===== src/rtl/uart_frame_parser.sv =====
// Byte-stream frame parser: SOF/CMD/ADDR/DATA/CRC8 decode with a held validated frame.
// Optional statistics counters are built only when FRAME_PARSER_STATS_EN is defined.
module uart_frame_parser #(
  parameter int         MAX_LEN        = 8,
  parameter int         TIMEOUT_CYCLES = 1000,
  parameter logic [7:0] SOF_BYTE       = 8'hA5
) (
  input  logic        clk,
  input  logic        rst,
  input  logic [7:0]  rx_data,
  input  logic        rx_valid,
  output logic        rx_ready,
  output logic [7:0]  frame_cmd,
  output logic [31:0] frame_addr,
  output logic [4:0]  frame_len,
  input  logic [3:0]  data_rd_idx,
  output logic [7:0]  data_rd_byte,
  output logic        frame_valid_hold,
  input  logic        frame_consumed,
  output logic        error_pulse,
  output logic [7:0]  error_code,
  output logic [2:0]  state,
  output logic [15:0] stat_ok_cnt,
  output logic [15:0] stat_err_cnt
);

  localparam int TO_W = $clog2(TIMEOUT_CYCLES + 1);
  localparam logic [TO_W-1:0] TO_LIMIT = TO_W'(TIMEOUT_CYCLES);

  localparam logic [7:0] ERR_NONE    = 8'h00;
  localparam logic [7:0] ERR_CRC     = 8'h01;
  localparam logic [7:0] ERR_TIMEOUT = 8'h02;
  localparam logic [7:0] ERR_LEN     = 8'h03;

  typedef enum logic [2:0] {
    S_IDLE  = 3'd0,
    S_CMD   = 3'd1,
    S_ADDR  = 3'd2,
    S_DATA  = 3'd3,
    S_CRC   = 3'd4,
    S_VALID = 3'd5,
    S_ERROR = 3'd6
  } state_e;

  state_e          state_q, state_d;
  logic [7:0]      cmd_q, cmd_d;
  logic [31:0]     addr_q, addr_d;
  logic [4:0]      len_q, len_d;
  logic [7:0]      crc_q, crc_d;
  logic [3:0]      byte_cnt_q, byte_cnt_d;
  logic [TO_W-1:0] to_cnt_q, to_cnt_d;
  logic [7:0]      err_code_q, err_code_d;

  logic [7:0]      payload_q [16];
  logic            payload_we;

  logic            accept;
  logic            in_frame;
  logic            timed_out;
  logic [TO_W-1:0] to_inc;
  logic [4:0]      cmd_len;

  // One CRC8 step over a whole byte: poly 0x07, MSB first, no reflection.
  function automatic logic [7:0] crc8_update(input logic [7:0] crc, input logic [7:0] b);
    logic [7:0] c;
    c = crc ^ b;
    for (int i = 0; i < 8; i++) begin
      c = c[7] ? ((c << 1) ^ 8'h07) : (c << 1);
    end
    return c;
  endfunction

  assign rx_ready = (state_q != S_VALID) && (state_q != S_ERROR);
  assign accept   = rx_valid && rx_ready;
  assign in_frame = (state_q == S_CMD) || (state_q == S_ADDR) ||
                    (state_q == S_DATA) || (state_q == S_CRC);
  assign to_inc   = to_cnt_q + TO_W'(1);
  assign cmd_len  = {1'b0, rx_data[3:0]} + 5'd1;

  always_comb begin
    state_d    = state_q;
    cmd_d      = cmd_q;
    addr_d     = addr_q;
    len_d      = len_q;
    crc_d      = crc_q;
    byte_cnt_d = byte_cnt_q;
    to_cnt_d   = '0;
    err_code_d = err_code_q;
    payload_we = 1'b0;
    timed_out  = 1'b0;

    // An accepted byte in the expiry cycle clears the counter and wins.
    if (in_frame) begin
      if (accept) begin
        to_cnt_d = '0;
      end else begin
        to_cnt_d  = to_inc;
        timed_out = (to_inc == TO_LIMIT);
      end
    end

    case (state_q)
      S_IDLE: begin
        if (accept && rx_data == SOF_BYTE) begin
          state_d = S_CMD;
          crc_d   = 8'h00;
        end
      end
      S_CMD: begin
        if (accept) begin
          cmd_d      = rx_data;
          len_d      = cmd_len;
          crc_d      = crc8_update(crc_q, rx_data);
          byte_cnt_d = 4'd0;
          if (!rx_data[7] && int'(cmd_len) > MAX_LEN) begin
            state_d    = S_ERROR;
            err_code_d = ERR_LEN;
          end else begin
            state_d = S_ADDR;
          end
        end
      end
      S_ADDR: begin
        if (accept) begin
          addr_d[{byte_cnt_q[1:0], 3'b000} +: 8] = rx_data;
          crc_d = crc8_update(crc_q, rx_data);
          if (byte_cnt_q == 4'd3) begin
            byte_cnt_d = 4'd0;
            state_d    = cmd_q[7] ? S_CRC : S_DATA;
          end else begin
            byte_cnt_d = byte_cnt_q + 4'd1;
          end
        end
      end
      S_DATA: begin
        if (accept) begin
          payload_we = 1'b1;
          crc_d      = crc8_update(crc_q, rx_data);
          // cmd[3:0] is LEN-1, i.e. the index of the last payload byte.
          if (byte_cnt_q == cmd_q[3:0]) begin
            byte_cnt_d = 4'd0;
            state_d    = S_CRC;
          end else begin
            byte_cnt_d = byte_cnt_q + 4'd1;
          end
        end
      end
      S_CRC: begin
        if (accept) begin
          if (rx_data == crc_q) begin
            state_d    = S_VALID;
            err_code_d = ERR_NONE;
          end else begin
            state_d    = S_ERROR;
            err_code_d = ERR_CRC;
          end
        end
      end
      S_VALID: begin
        if (frame_consumed) begin
          state_d = S_IDLE;
        end
      end
      S_ERROR: begin
        state_d = S_IDLE;
      end
      default: begin
        state_d = S_IDLE;
      end
    endcase

    if (timed_out) begin
      state_d    = S_ERROR;
      err_code_d = ERR_TIMEOUT;
    end
  end

  always_ff @(posedge clk) begin
    if (!rst) begin
      state_q    <= S_IDLE;
      cmd_q      <= '0;
      addr_q     <= '0;
      len_q      <= '0;
      crc_q      <= '0;
      byte_cnt_q <= '0;
      to_cnt_q   <= '0;
      err_code_q <= '0;
    end else begin
      state_q    <= state_d;
      cmd_q      <= cmd_d;
      addr_q     <= addr_d;
      len_q      <= len_d;
      crc_q      <= crc_d;
      byte_cnt_q <= byte_cnt_d;
      to_cnt_q   <= to_cnt_d;
      err_code_q <= err_code_d;
    end
  end

  // Payload storage is deliberately left out of reset.
  always_ff @(posedge clk) begin
    if (payload_we) begin
      payload_q[byte_cnt_q] <= rx_data;
    end
  end

  assign data_rd_byte     = payload_q[data_rd_idx];
  assign frame_cmd        = cmd_q;
  assign frame_addr       = addr_q;
  assign frame_len        = len_q;
  assign frame_valid_hold = (state_q == S_VALID);
  assign error_pulse      = (state_q == S_ERROR);
  assign error_code       = err_code_q;
  assign state            = state_q;

`ifdef FRAME_PARSER_STATS_EN
  logic [15:0] ok_cnt_q, ok_cnt_d;
  logic [15:0] err_cnt_q, err_cnt_d;

  always_comb begin
    ok_cnt_d  = ok_cnt_q;
    err_cnt_d = err_cnt_q;
    if (state_d == S_VALID && state_q != S_VALID && ok_cnt_q != 16'hFFFF) begin
      ok_cnt_d = ok_cnt_q + 16'd1;
    end
    if (state_d == S_ERROR && state_q != S_ERROR && err_cnt_q != 16'hFFFF) begin
      err_cnt_d = err_cnt_q + 16'd1;
    end
  end

  always_ff @(posedge clk) begin
    if (!rst) begin
      ok_cnt_q  <= '0;
      err_cnt_q <= '0;
    end else begin
      ok_cnt_q  <= ok_cnt_d;
      err_cnt_q <= err_cnt_d;
    end
  end

  assign stat_ok_cnt  = ok_cnt_q;
  assign stat_err_cnt = err_cnt_q;
`else
  assign stat_ok_cnt  = '0;
  assign stat_err_cnt = '0;
`endif

endmodule


===== config.mk =====
export PLATFORM = sky130hd
export DESIGN_NAME = uart_frame_parser
export DESIGN_NICKNAME = d
export VERILOG_FILES = /design/src/rtl/uart_frame_parser.sv
export SDC_FILE = /design/constraint.sdc
export NUM_CORES = 1
export LEC_CHECK = 0
export CELL_PAD_IN_SITES_DETAIL_PLACEMENT = 0
export CELL_PAD_IN_SITES_GLOBAL_PLACEMENT = 1
export CORE_ASPECT_RATIO = 0.8
export CORE_MARGIN = 5
export CORE_UTILIZATION = 46
export DETAILED_ROUTE_END_ITERATION = 8
export GPL_ROUTABILITY_DRIVEN = 0
export PLACE_DENSITY_LB_ADDON = 0.1
export SKIP_CTS_REPAIR_TIMING = 1
export SLEW_MARGIN = 10
export SYNTH_ARGS = -nofsm -noshare
export SYNTH_HDL_FRONTEND = slang
export SYNTH_SLANG_ARGS = --single-unit

===== constraint.sdc =====
create_clock -name clk -period 5.5 [get_ports clk]
set_input_delay 0.825 -clock clk [delete_from_list [all_inputs] [get_ports clk]]
set_output_delay 0.825 -clock clk [all_outputs]
set_load 0.05 [all_outputs]

==> results.tsv, run 1 <==
stage	metric	value	unit
outcome	outcome	finished clean	
floorplanning	starting density of the core	46.5	%
global_routing	overall global routing resource usage	19.6	%
worst_setup_path	RR Endpoint	error_code[0]$_SDFFE_PP0P_	
finish	share of layout cells above drive strength 1	13.0	%
sta	worst clock skew	11.8	ps
floorplanning	DIE WIDTH	164	um
yosys	Post-synth ARST share	0	%
hold_path	hold depth	2	
place	DP Worst Slack	1220	ps
sta	RSZ-0062 raised after global routing	false	
flow_run	max-cap violations	0	
worst_setup_path	R2R depth	5	
finish	ANT cells	0	
worst_setup_path	crit-path cells	buf_2 > buf_4 > mux4_2 > mux4_2 > clkdlybuf4s50_1	
sta	Final WS setup	1230	ps
yosys	warnings from Yosys	0	
sta	setup TNS	0	ps
worst_setup_path	Setup crit start	data_rd_idx[0]	
detailed_routing	DRC	0	
sta	Max-slew headroom	19.9	%
yosys	register area share after synthesis	60.3	%
detailed_routing	routed len/inst	20.8	um
finish	final std cells w/o fill	1013	
power	leakage power	0.00328	uW
sta	Period Utilization, post-route	77.6	%
clocking	clock slew at reported path FFs	70	ps
worst_setup_path	R2R Setup Slk	2790	ps
place	Cells after DPL	981	
power	peak supply drop	0.000207	V
global_routing	vias in the first global route	5419	
floorplanning	core area	0.0189	mm2
finish	Syn-to-layout area delta	16.7	%
sta	Hold Violations, Final	0	
yosys	Top FF cell, synth	edfxtp_1	
detailed_routing	drt pass-1 iters	5	
worst_setup_path	delay-heaviest family, CP	buffers and inverters	
floorplanning	row count	45	
yosys	Synth Instances	672	
place	number of I/O port buffers	76	
yosys	synthesized flop and latch total	200	
floorplanning	Die Y	133	um
detailed_routing	DR iter-0 viols	496	
sta	Pins Over Slew Limit	0	
worst_setup_path	critical path peak fanout	18	
worst_setup_path	highest-delay cell along the critical path	clkdlybuf4s50_1	
worst_setup_path	crit path kind	input pin to output pin	
worst_setup_path	Worst EP required	4680	ps
global_routing	largest net degree at the start of global routing	35	
worst_setup_path	Crit path largest cell delay	740	ps
detailed_routing	vias post-DR	5546	
sta	min Tclk post-route	4270	ps
worst_setup_path	critical path depth	5	
finish	commonest non-fill, non-tap cells in the layout	edfxtp_1, clkdlybuf4s50_1, nand2_1, dfxtp_1, a21oi_1	
sta	Hold WS	454	ps
floorplanning	I/O Pins	115	
worst_setup_path	start of the worst register-to-register path	state[2]$_SDFFE_PN0P_	
worst_setup_path	most used cell, CP	mux4_2	
yosys	syn avg cell area	13.0	um2
finish	final net count	772	
clocking	clk sinks	200	
global_routing	first-pass GRT wire length	32200	um
clocking	CTS Root Cell	clkbuf_16	
worst_setup_path	crit path capture	data_rd_byte[4]	
detailed_routing	Routed WL	21100	um
worst_setup_path	crit path launch type	input pin	
global_routing	initial antenna violation count	0	
floorplanning	full die area	0.0219	mm2
finish	most common cell after layout, fill and taps aside	edfxtp_1	
yosys	EDFF count, synth	128	
sta	Least-Margin Pin Slew	1200	ps
yosys	synthesized area	0.00877	mm2
place	dpl hpwl	13700	um
detailed_routing	vias per cell	5.47	
worst_setup_path	WP buf/inv	3	
hold_path	path category of the worst min-delay check	register to register	
sta	setup violators final	0	
clocking	H-tree levels	4	
clocking	clk_lat worst skew	440	ps
worst_setup_path	critical path arrival	3440	ps
worst_setup_path	Crit. End Element	output pin	
power	power density cells	301	mW/mm2
clocking	total CTS buffers	17	
clocking	deepest clock path buffer count	2	
sta	highest clock rate	0.234	GHz
clocking	TritonCTS clock tree	built	
yosys	Cell variety after synth	58	
detailed_routing	antenna violation net count after detailed routing	0	
global_routing	GRT Residual Overflow	0	
[registers in the layout, summed over array words and instances (netlist names)]
register,cells
frame_addr,32
frame_cmd,8
error_code,2
state,3
frame_len,5
payload_q,128
crc_q,8
byte_cnt_q,4
to_cnt_q,10
[how the worst min path moves through the flow]
| stage | from | endpoint | slack, ps |
|---|---|---|---|
| after floorplan | to_cnt_q[0]$_SDFF_PP0_ | to_cnt_q[0]$_SDFF_PP0_ | 450 |
| after global placement | frame_addr[4]$_SDFFE_PN0P_ | frame_addr[4]$_SDFFE_PN0P_ | 450 |
| after detailed placement | frame_addr[22]$_SDFFE_PN0P_ | frame_addr[22]$_SDFFE_PN0P_ | 450 |
| after CTS | frame_addr[1]$_SDFFE_PN0P_ | frame_addr[1]$_SDFFE_PN0P_ | 460 |
| after global routing | frame_cmd[4]$_SDFFE_PN0P_ | frame_cmd[4]$_SDFFE_PN0P_ | 480 |
| final | frame_addr[1]$_SDFFE_PN0P_ | frame_addr[1]$_SDFFE_PN0P_ | 450 |
[report_power, final]
part / internal [uW] / switching [uW]
Clock: 658 / 594
Sequential: 1590 / 1.62
Combinational: 73.1 / 164
[through the flow]
stage	util, %	instance area, um2	power (uW)
finish	54.3	10200	3080
global route	54.3	10200	3180
CTS	54.3	10200	3110
detailed placement	51.1	9640	1870
global placement	51.1	9640	1860
floorplan	-	8910	1820
[cells by family after synthesis]
group | count (synthesis) | synth area share (%)
buf+inv | 81 | 5.51
simple gates | 216 | 12.1
other cells | 1 | 0.0428
flops | 200 | 60.3
xor+xnor | 34 | 3.74
compound gates | 85 | 5.89
fa+ha+maj | 14 | 2.00
mux | 41 | 10.4
[worst min-delay path, stage by stage (launching register included)]
cell and delay, ps:
dfxtp_1 310, nand2_1 50, a21oi_1 50
[synthesized netlist by cell type, types with 5 or more instances]
library cell  instances  area (um2)
buf_2                 9        45.0
a21oi_1              51         255
nand2_1              72         270
nand3_1              41         205
nor2_1               43         161
inv_1                 5        18.8
xnor2_1              21         184
nand4_1               5        31.3
clkbuf_1             20        75.1
nor3b_1               5        37.5
xor2_1               10        87.6
and2_1                8        50.1
ha_1                 14         175
a22oi_1               6        45.0
buf_4                42         315
mux4_2               40         901
dfxtp_1              72        1440
nand2b_1              6        37.5
nor3_1               11        55.1
edfxtp_1            128        3840
[layer usage]
metal / vias up / global-route usage (%) / wire (um)
li1: 2551 / - / -
met1: 2786 / 28.6 / 9660
met2: 194 / 30.3 / 9930
met3: 15 / 4.24 / 1340
met4: 0 / 4.38 / 148
met5: - / 0 / 0
[final cells by class]
class	count	area, um2
fill	1592	8630
multi-input combinational	428	3160
clock buffer	18	439
sequential	200	5290
clock inverter	14	156
timing repair buffer	88	846
inverter	7	26.3
tap	258	323
(Power assumes the default switching activity.)
==> run 2, diff against run 1 <==
--- a/config.mk
+++ b/config.mk
@@ -9,7 +9,7 @@
 export CELL_PAD_IN_SITES_GLOBAL_PLACEMENT = 1
 export CORE_ASPECT_RATIO = 0.8
 export CORE_MARGIN = 5
-export CORE_UTILIZATION = 46
+export CORE_UTILIZATION = 41
 export DETAILED_ROUTE_END_ITERATION = 8
 export GPL_ROUTABILITY_DRIVEN = 0
 export PLACE_DENSITY_LB_ADDON = 0.1
==> constraint.sdc (replaced) <==
create_clock -name clk -period 3.6 [get_ports clk]
set_input_delay 0.54 -clock clk [delete_from_list [all_inputs] [get_ports clk]]
set_output_delay 0.54 -clock clk [all_outputs]
set_load 0.05 [all_outputs]
==> run 2 against run 1 <==
Core utilization down 4.5 points. Clock-buffer cell count is 1 higher. Critical endpoint is now error_pulse. Largest cell class unchanged. Clock skew shrank 4.1 ps. Cell count rose by 3.0%. Hold slack barely moved. Wire length is 1.6% higher.
==> results.tsv, run 2 (same netlist as run 1, synthesis figures left out) <==
stage	metric	value	unit	change
sta	Period Utilization, post-route	86.9	%	
global_routing	GRT Residual Overflow	0		unchanged
detailed_routing	Routed WL	21400	um	+1.6%
hold_path	path category of the worst min-delay check	register to register		
floorplanning	row count	47		+4.4%
worst_setup_path	WP buf/inv	1		-2
floorplanning	Die Y	141	um	+5.5%
place	Cell Area, Placed	0.00977	mm2	+1.3%
place	dpl hpwl	14500	um	+5.7%
finish	largest reg by FF count	payload_q		
global_routing	first-pass GRT wire length	33300	um	+3.6%
sta	min Tclk post-route	3130	ps	
clocking	clock slew at reported path FFs	80	ps	about the same
sta	highest clock rate	0.320	GHz	
clocking	H-tree levels	4		unchanged
finish	Core Util, Final	49.8	%	-4.5 points
worst_setup_path	Crit path largest cell delay	820	ps	+80 ps
hold_path	Worst Hold Launch	frame_addr[0]$_SDFFE_PN0P_		
worst_setup_path	R2R depth	5		unchanged
sta	Least-Margin Pin Slew	952	ps	-245 ps
finish	commonest non-fill, non-tap cells in the layout	edfxtp_1, nand2_1, dfxtp_1, clkdlybuf4s50_1, a21oi_1		
worst_setup_path	R2R Setup Slk	980	ps	-1810 ps
detailed_routing	routed len/inst	20.5	um	-1.3%
power	Sw Ratio	25.6	%	+1.0 points
power	switching pwr	1220	uW	+61%
global_routing	vias in the first global route	5573		+2.8%
power	Combinational Power Share	7.6	%	about the same
detailed_routing	vias post-DR	5476		-1.3%
hold_path	hold depth	2		unchanged
floorplanning	core area	0.0209	mm2	+11%
worst_setup_path	delay-heaviest family, CP	flip-flops		
floorplanning	full die area	0.0244	mm2	+11%
clocking	deepest clock path buffer count	2		unchanged
power	peak supply drop	0.000295	V	+43%
worst_setup_path	critical path peak fanout	21		+3
worst_setup_path	crit-path cells	nor2b_1 > and2_1 > clkdlybuf4s50_1		
power	sequential power share	51.0	%	-0.7 points
sta	Pins Over Slew Limit	0		unchanged
power	Int Power	3550	uW	+53%
clocking	TritonCTS clock tree	built		
finish	max FFs per register	128		unchanged
finish	share of layout cells above drive strength 1	15.6	%	+2.7 points
detailed_routing	drt pass-1 iters	6		+1
global_routing	overall global routing resource usage	17.7	%	-1.8 points
sta	Hold Violations, Final	0		unchanged
worst_setup_path	Crit. End Element	output pin		
clocking	clk_lat worst skew	440	ps	about the same
finish	Layout Cell Area excl Fill	0.0104	mm2	+1.6%
worst_setup_path	crit path kind	register to output pin		
finish	final net count	791		+2.5%
finish	ANT cells	0		unchanged
clocking	clk sinks	200		unchanged
worst_setup_path	highest-delay cell along the critical path	dfxtp_1		
sta	Max-slew headroom	34.9	%	+15 points
outcome	outcome	finished clean		
detailed_routing	antenna violation net count after detailed routing	0		unchanged
floorplanning	I/O Pins	115		unchanged
finish	Syn-to-layout area delta	18.5	%	
sta	setup violators final	0		unchanged
finish	most common cell after layout, fill and taps aside	edfxtp_1		
worst_setup_path	critical path arrival	2590	ps	-850 ps
sta	worst clock skew	7.69	ps	-4.09 ps
floorplanning	DIE WIDTH	173	um	+5.6%
worst_setup_path	start of the worst register-to-register path	state[2]$_SDFFE_PN0P_		
clocking	CTS Root Cell	clkbuf_16		
sta	setup TNS	0	ps	unchanged
detailed_routing	DRC	0		unchanged
power	leakage power	0.00339	uW	+3.4%
detailed_routing	DR iter-0 viols	483		-2.6%
worst_setup_path	Worst EP required	3060	ps	-1620 ps
power	power density cells	460	mW/mm2	+53%
global_routing	initial antenna violation count	0		unchanged
sta	RSZ-0062 raised after global routing	false		
flow_run	max-cap violations	0		unchanged
global_routing	largest net degree at the start of global routing	55		+57%
clocking	total CTS buffers	17		unchanged
worst_setup_path	RR Endpoint	error_code[0]$_SDFFE_PP0P_		
place	number of I/O port buffers	76		unchanged
detailed_routing	vias per cell	5.25		-4.1%
power	Clock power frac	41.4	%	+0.8 points
hold_path	Hold EP	frame_addr[0]$_SDFFE_PN0P_		
finish	filler cell count	1813		+14%
worst_setup_path	crit path launch type	register		
floorplanning	starting density of the core	42.0	%	-4.5 points
==> run 2: cell types whose count changed in the layout (fill, tap and decap cells not counted), moves of 2 or more <==
cell | before | now
buf_4 | 12 | 38
clkdlybuf4s50_1 | 75 | 67
nor3_2 | 6 | 2
inv_12 | 0 | 2
clkinvlp_4 | 2 | 0
clkinv_2 | 2 | 0
nor3_1 | 7 | 11
==> run 2: stage by stage <==
stage	worst slack, ps	power (uW)	hold slack (ps)	instances
2_1_floorplan	709	2780	452	709
3_3_place_gp	508	2850	444	1011
3_5_place_dp	501	2850	446	1011
4_1_cts	462	4830	458	1043
5_1_grt	326	4950	481	1043
6_report	471	4780	454	1043
==> run 2: worst max-delay path by stage <==
stage,startpoint,to,slack [ps],depth (start not counted)
2_1_floorplan,state[2]$_SDFFE_PN0P_,rx_ready,710,5
3_3_place_gp,data_rd_idx[1],data_rd_byte[1],510,5
3_5_place_dp,rx_data[0],crc_q[2]$_SDFFE_PN0P_,500,6
4_1_cts,state[2]$_SDFFE_PN0P_,error_pulse,460,3
5_1_grt,state[2]$_SDFFE_PN0P_,error_pulse,330,3
6_report,state[2]$_SDFFE_PN0P_,error_pulse,470,3
==> run 2: layer usage <==
layer,routed length (um),track usage [%]
met5,0,0
met4,178,3.90
met3,935,3.93
met2,10300,29.1
met1,9960,24.5
==> run 2: layout make-up <==
cell class	instances	area, um2	area share [%]
Sequential cell	200	5290	50.9
Multi-Input combinational cell	428	3140	30.2
Timing Repair Buffer	107	981	9.44
Clock buffer	19	464	4.47
Tap cell	269	337	3.24
Clock inverter	13	161	1.55
Inverter	7	26.3	0.253
==> run 2: worst register-to-register path, cell delays in order (launching register included) <==
cell       delay (ps)
dfxtp_1           820
nor3_1            190
nor3_1            360
nand4_1           160
a2111oi_0         830
nor4_1            110
==> run 2: power groups by stage <==
stage / Sequential, uW / Combinational, uW / Clock (uW)
5_1_grt: 2440 / 385 / 2120
2_1_floorplan: 2490 / 287 / 0
3_3_place_gp: 2490 / 362 / 0
4_1_cts: 2440 / 368 / 2030
6_report: 2440 / 364 / 1980
3_5_place_dp: 2490 / 366 / 0
==> run 3, diff against run 2 <==
--- a/config.mk
+++ b/config.mk
@@ -9,7 +9,7 @@
 export CELL_PAD_IN_SITES_GLOBAL_PLACEMENT = 1
 export CORE_ASPECT_RATIO = 0.8
 export CORE_MARGIN = 5
-export CORE_UTILIZATION = 41
+export CORE_UTILIZATION = 45
 export DETAILED_ROUTE_END_ITERATION = 8
 export GPL_ROUTABILITY_DRIVEN = 0
 export PLACE_DENSITY_LB_ADDON = 0.1
==> constraint.sdc (replaced) <==
create_clock -name clk -period 3.4 [get_ports clk]
set_input_delay 0.51 -clock clk [delete_from_list [all_inputs] [get_ports clk]]
set_output_delay 0.51 -clock clk [all_outputs]
set_load 0.05 [all_outputs]
==> run 3 against run 2 <==
Cell count fell by 1.1%. Wire length fell by 4.6%. Clock-buffer cell count fell by 1. Die area fell by 8.3%. Register-to-register slack got worse by 70 ps. Critical path type unchanged. Largest cell class unchanged. Largest power group unchanged.
==> results.tsv, run 3 (same netlist as run 1, synthesis figures left out) <==
stage	metric	value	unit	change
global_routing	GRT Residual Overflow	0		unchanged
sta	Hold Violations, Final	0		unchanged
sta	Max-slew headroom	35.3	%	+0.39 points
clocking	H-tree levels	4		unchanged
detailed_routing	routed len/inst	19.8	um	-3.5%
sta	Period Utilization, post-route	87.2	%	
clocking	clock slew at reported path FFs	80	ps	about the same
worst_setup_path	R2R depth	4		-1
finish	Layout Cell Area excl Fill	0.0104	mm2	-0.20%
worst_setup_path	crit path kind	register to output pin		
detailed_routing	Routed WL	20400	um	-4.6%
detailed_routing	DRC	0		unchanged
finish	most common cell after layout, fill and taps aside	edfxtp_1		
floorplanning	starting density of the core	45.9	%	+3.9 points
worst_setup_path	RR Endpoint	payload_q[8][7]$_DFFE_PP_		
clocking	TritonCTS clock tree	built		
detailed_routing	drt pass-1 iters	4		-2
floorplanning	DIE WIDTH	166	um	-4.3%
floorplanning	I/O Pins	115		unchanged
sta	Pins Over Slew Limit	0		unchanged
global_routing	initial antenna violation count	0		unchanged
power	leakage power	0.00339	uW	-0.23%
clocking	total CTS buffers	17		unchanged
power	peak supply drop	0.000267	V	-9.4%
floorplanning	Die Y	135	um	-4.2%
power	power density cells	482	mW/mm2	+4.9%
place	dpl hpwl	13700	um	-5.5%
finish	filler cell count	1586		-13%
finish	commonest non-fill, non-tap cells in the layout	edfxtp_1, nand2_1, dfxtp_1, clkdlybuf4s50_1, a21oi_1		
global_routing	overall global routing resource usage	18.5	%	+0.74 points
hold_path	hold depth	2		unchanged
worst_setup_path	Setup crit start	state[0]$_SDFFE_PP0P_		
outcome	outcome	finished clean		
worst_setup_path	crit-path cells	nor2b_1 > and2_1 > nor2_1 > clkdlybuf4s50_1		
sta	min Tclk post-route	2960	ps	
finish	max FFs per register	128		unchanged
place	number of I/O port buffers	76		unchanged
finish	largest reg by FF count	payload_q		
worst_setup_path	R2R Setup Slk	910	ps	-70 ps
detailed_routing	antenna violation net count after detailed routing	0		unchanged
global_routing	vias in the first global route	5470		-1.8%
global_routing	first-pass GRT wire length	31900	um	-4.3%
sta	worst clock skew	13.5	ps	+5.85 ps
worst_setup_path	crit path launch type	register		
clocking	CTS Root Cell	clkbuf_16		
power	Overall Power	5000	uW	+4.7%
sta	setup TNS	0	ps	unchanged
worst_setup_path	critical path peak fanout	17		-19%
place	Cell Area, Placed	0.00977	mm2	about the same
worst_setup_path	start of the worst register-to-register path	state[0]$_SDFFE_PP0P_		
clocking	clk sinks	200		unchanged
finish	ANT cells	0		unchanged
floorplanning	row count	45		-4.3%
sta	Least-Margin Pin Slew	969	ps	+16.6 ps
detailed_routing	vias per cell	5.37		+2.4%
floorplanning	core area	0.0191	mm2	-8.6%
sta	setup violators final	0		unchanged
worst_setup_path	critical path arrival	2450	ps	-140 ps
worst_setup_path	highest-delay cell along the critical path	clkdlybuf4s50_1		
worst_setup_path	Crit. End Element	output pin		
worst_setup_path	Crit path largest cell delay	810	ps	about the same
finish	multi-input logic area	0.00314	mm2	unchanged
finish	Syn-to-layout area delta	18.3	%	
finish	FF/Latch Area	0.00529	mm2	unchanged
sta	highest clock rate	0.337	GHz	
flow_run	max-cap violations	0		unchanged
detailed_routing	DR iter-0 viols	497		+2.9%
finish	final net count	791		unchanged
global_routing	largest net degree at the start of global routing	49		-11%
clocking	deepest clock path buffer count	2		unchanged
finish	share of layout cells above drive strength 1	15.6	%	unchanged
hold_path	path category of the worst min-delay check	register to register		
clocking	clk_lat worst skew	430	ps	about the same
sta	RSZ-0062 raised after global routing	false		
floorplanning	full die area	0.0224	mm2	-8.3%
worst_setup_path	Worst EP required	2890	ps	-170 ps
worst_setup_path	crit path capture	rx_ready		
detailed_routing	vias post-DR	5546		+1.3%
-- run 3: worst min path at each step --
stage / start / end / slack (ps)
2_1_floorplan: to_cnt_q[0]$_SDFF_PP0_ / to_cnt_q[0]$_SDFF_PP0_ / 450
3_3_place_gp: frame_addr[8]$_SDFFE_PN0P_ / frame_addr[8]$_SDFFE_PN0P_ / 440
3_5_place_dp: frame_addr[16]$_SDFFE_PN0P_ / frame_addr[16]$_SDFFE_PN0P_ / 450
4_1_cts: frame_addr[26]$_SDFFE_PN0P_ / frame_addr[26]$_SDFFE_PN0P_ / 460
5_1_grt: frame_addr[26]$_SDFFE_PN0P_ / frame_addr[26]$_SDFFE_PN0P_ / 480
6_report: frame_addr[26]$_SDFFE_PN0P_ / frame_addr[26]$_SDFFE_PN0P_ / 460
-- run 3: worst max-delay path: cells and delay by family, from the launching register on --
kind	cells	cell delay [ps]
buffers and inverters	1	810
flip-flops	1	700
AND/OR/NAND/NOR	3	510
-- run 3: layout make-up --
type,instances,share of cell area [%]
clock buffer,18,4.23
sequential,200,51.0
multi-input combinational,428,30.3
clock inverter,14,1.60
timing repair buffer,107,9.58
tap,258,3.11
inverter,7,0.253
-- run 3: through the flow --
stage	setup WS [ps]	std cells	hold slack (ps)	utilization (%)
after floorplan	539	709	452	-
after CTS	393	1032	461	54.3
after detailed placement	528	1000	447	51.2
after global placement	513	1000	441	51.2
final	436	1032	459	54.3
after global routing	262	1032	479	54.3
-- run 3: metal layers --
layer	wire length (um)	track usage [%]	share of wire, %	vias up
li1	-	-	-	2587
met4	173	3.85	0.85	0
met5	0	0	0	-
met2	9400	28.7	46	178
met3	1150	4.16	5.6	11
met1	9720	27.0	48	2770
-- run 3: power by group --
| part | leakage [uW] | switching (uW) | internal, uW | total [uW] |
|---|---|---|---|---|
| Sequential | 0.00173 | 2.04 | 2580 | 2580 |
| Combinational | 0.00136 | 270 | 121 | 391 |
| Clock | 0.000294 | 1010 | 1020 | 2030 |
| Total | 0.00339 | 1280 | 3720 | 5000 |
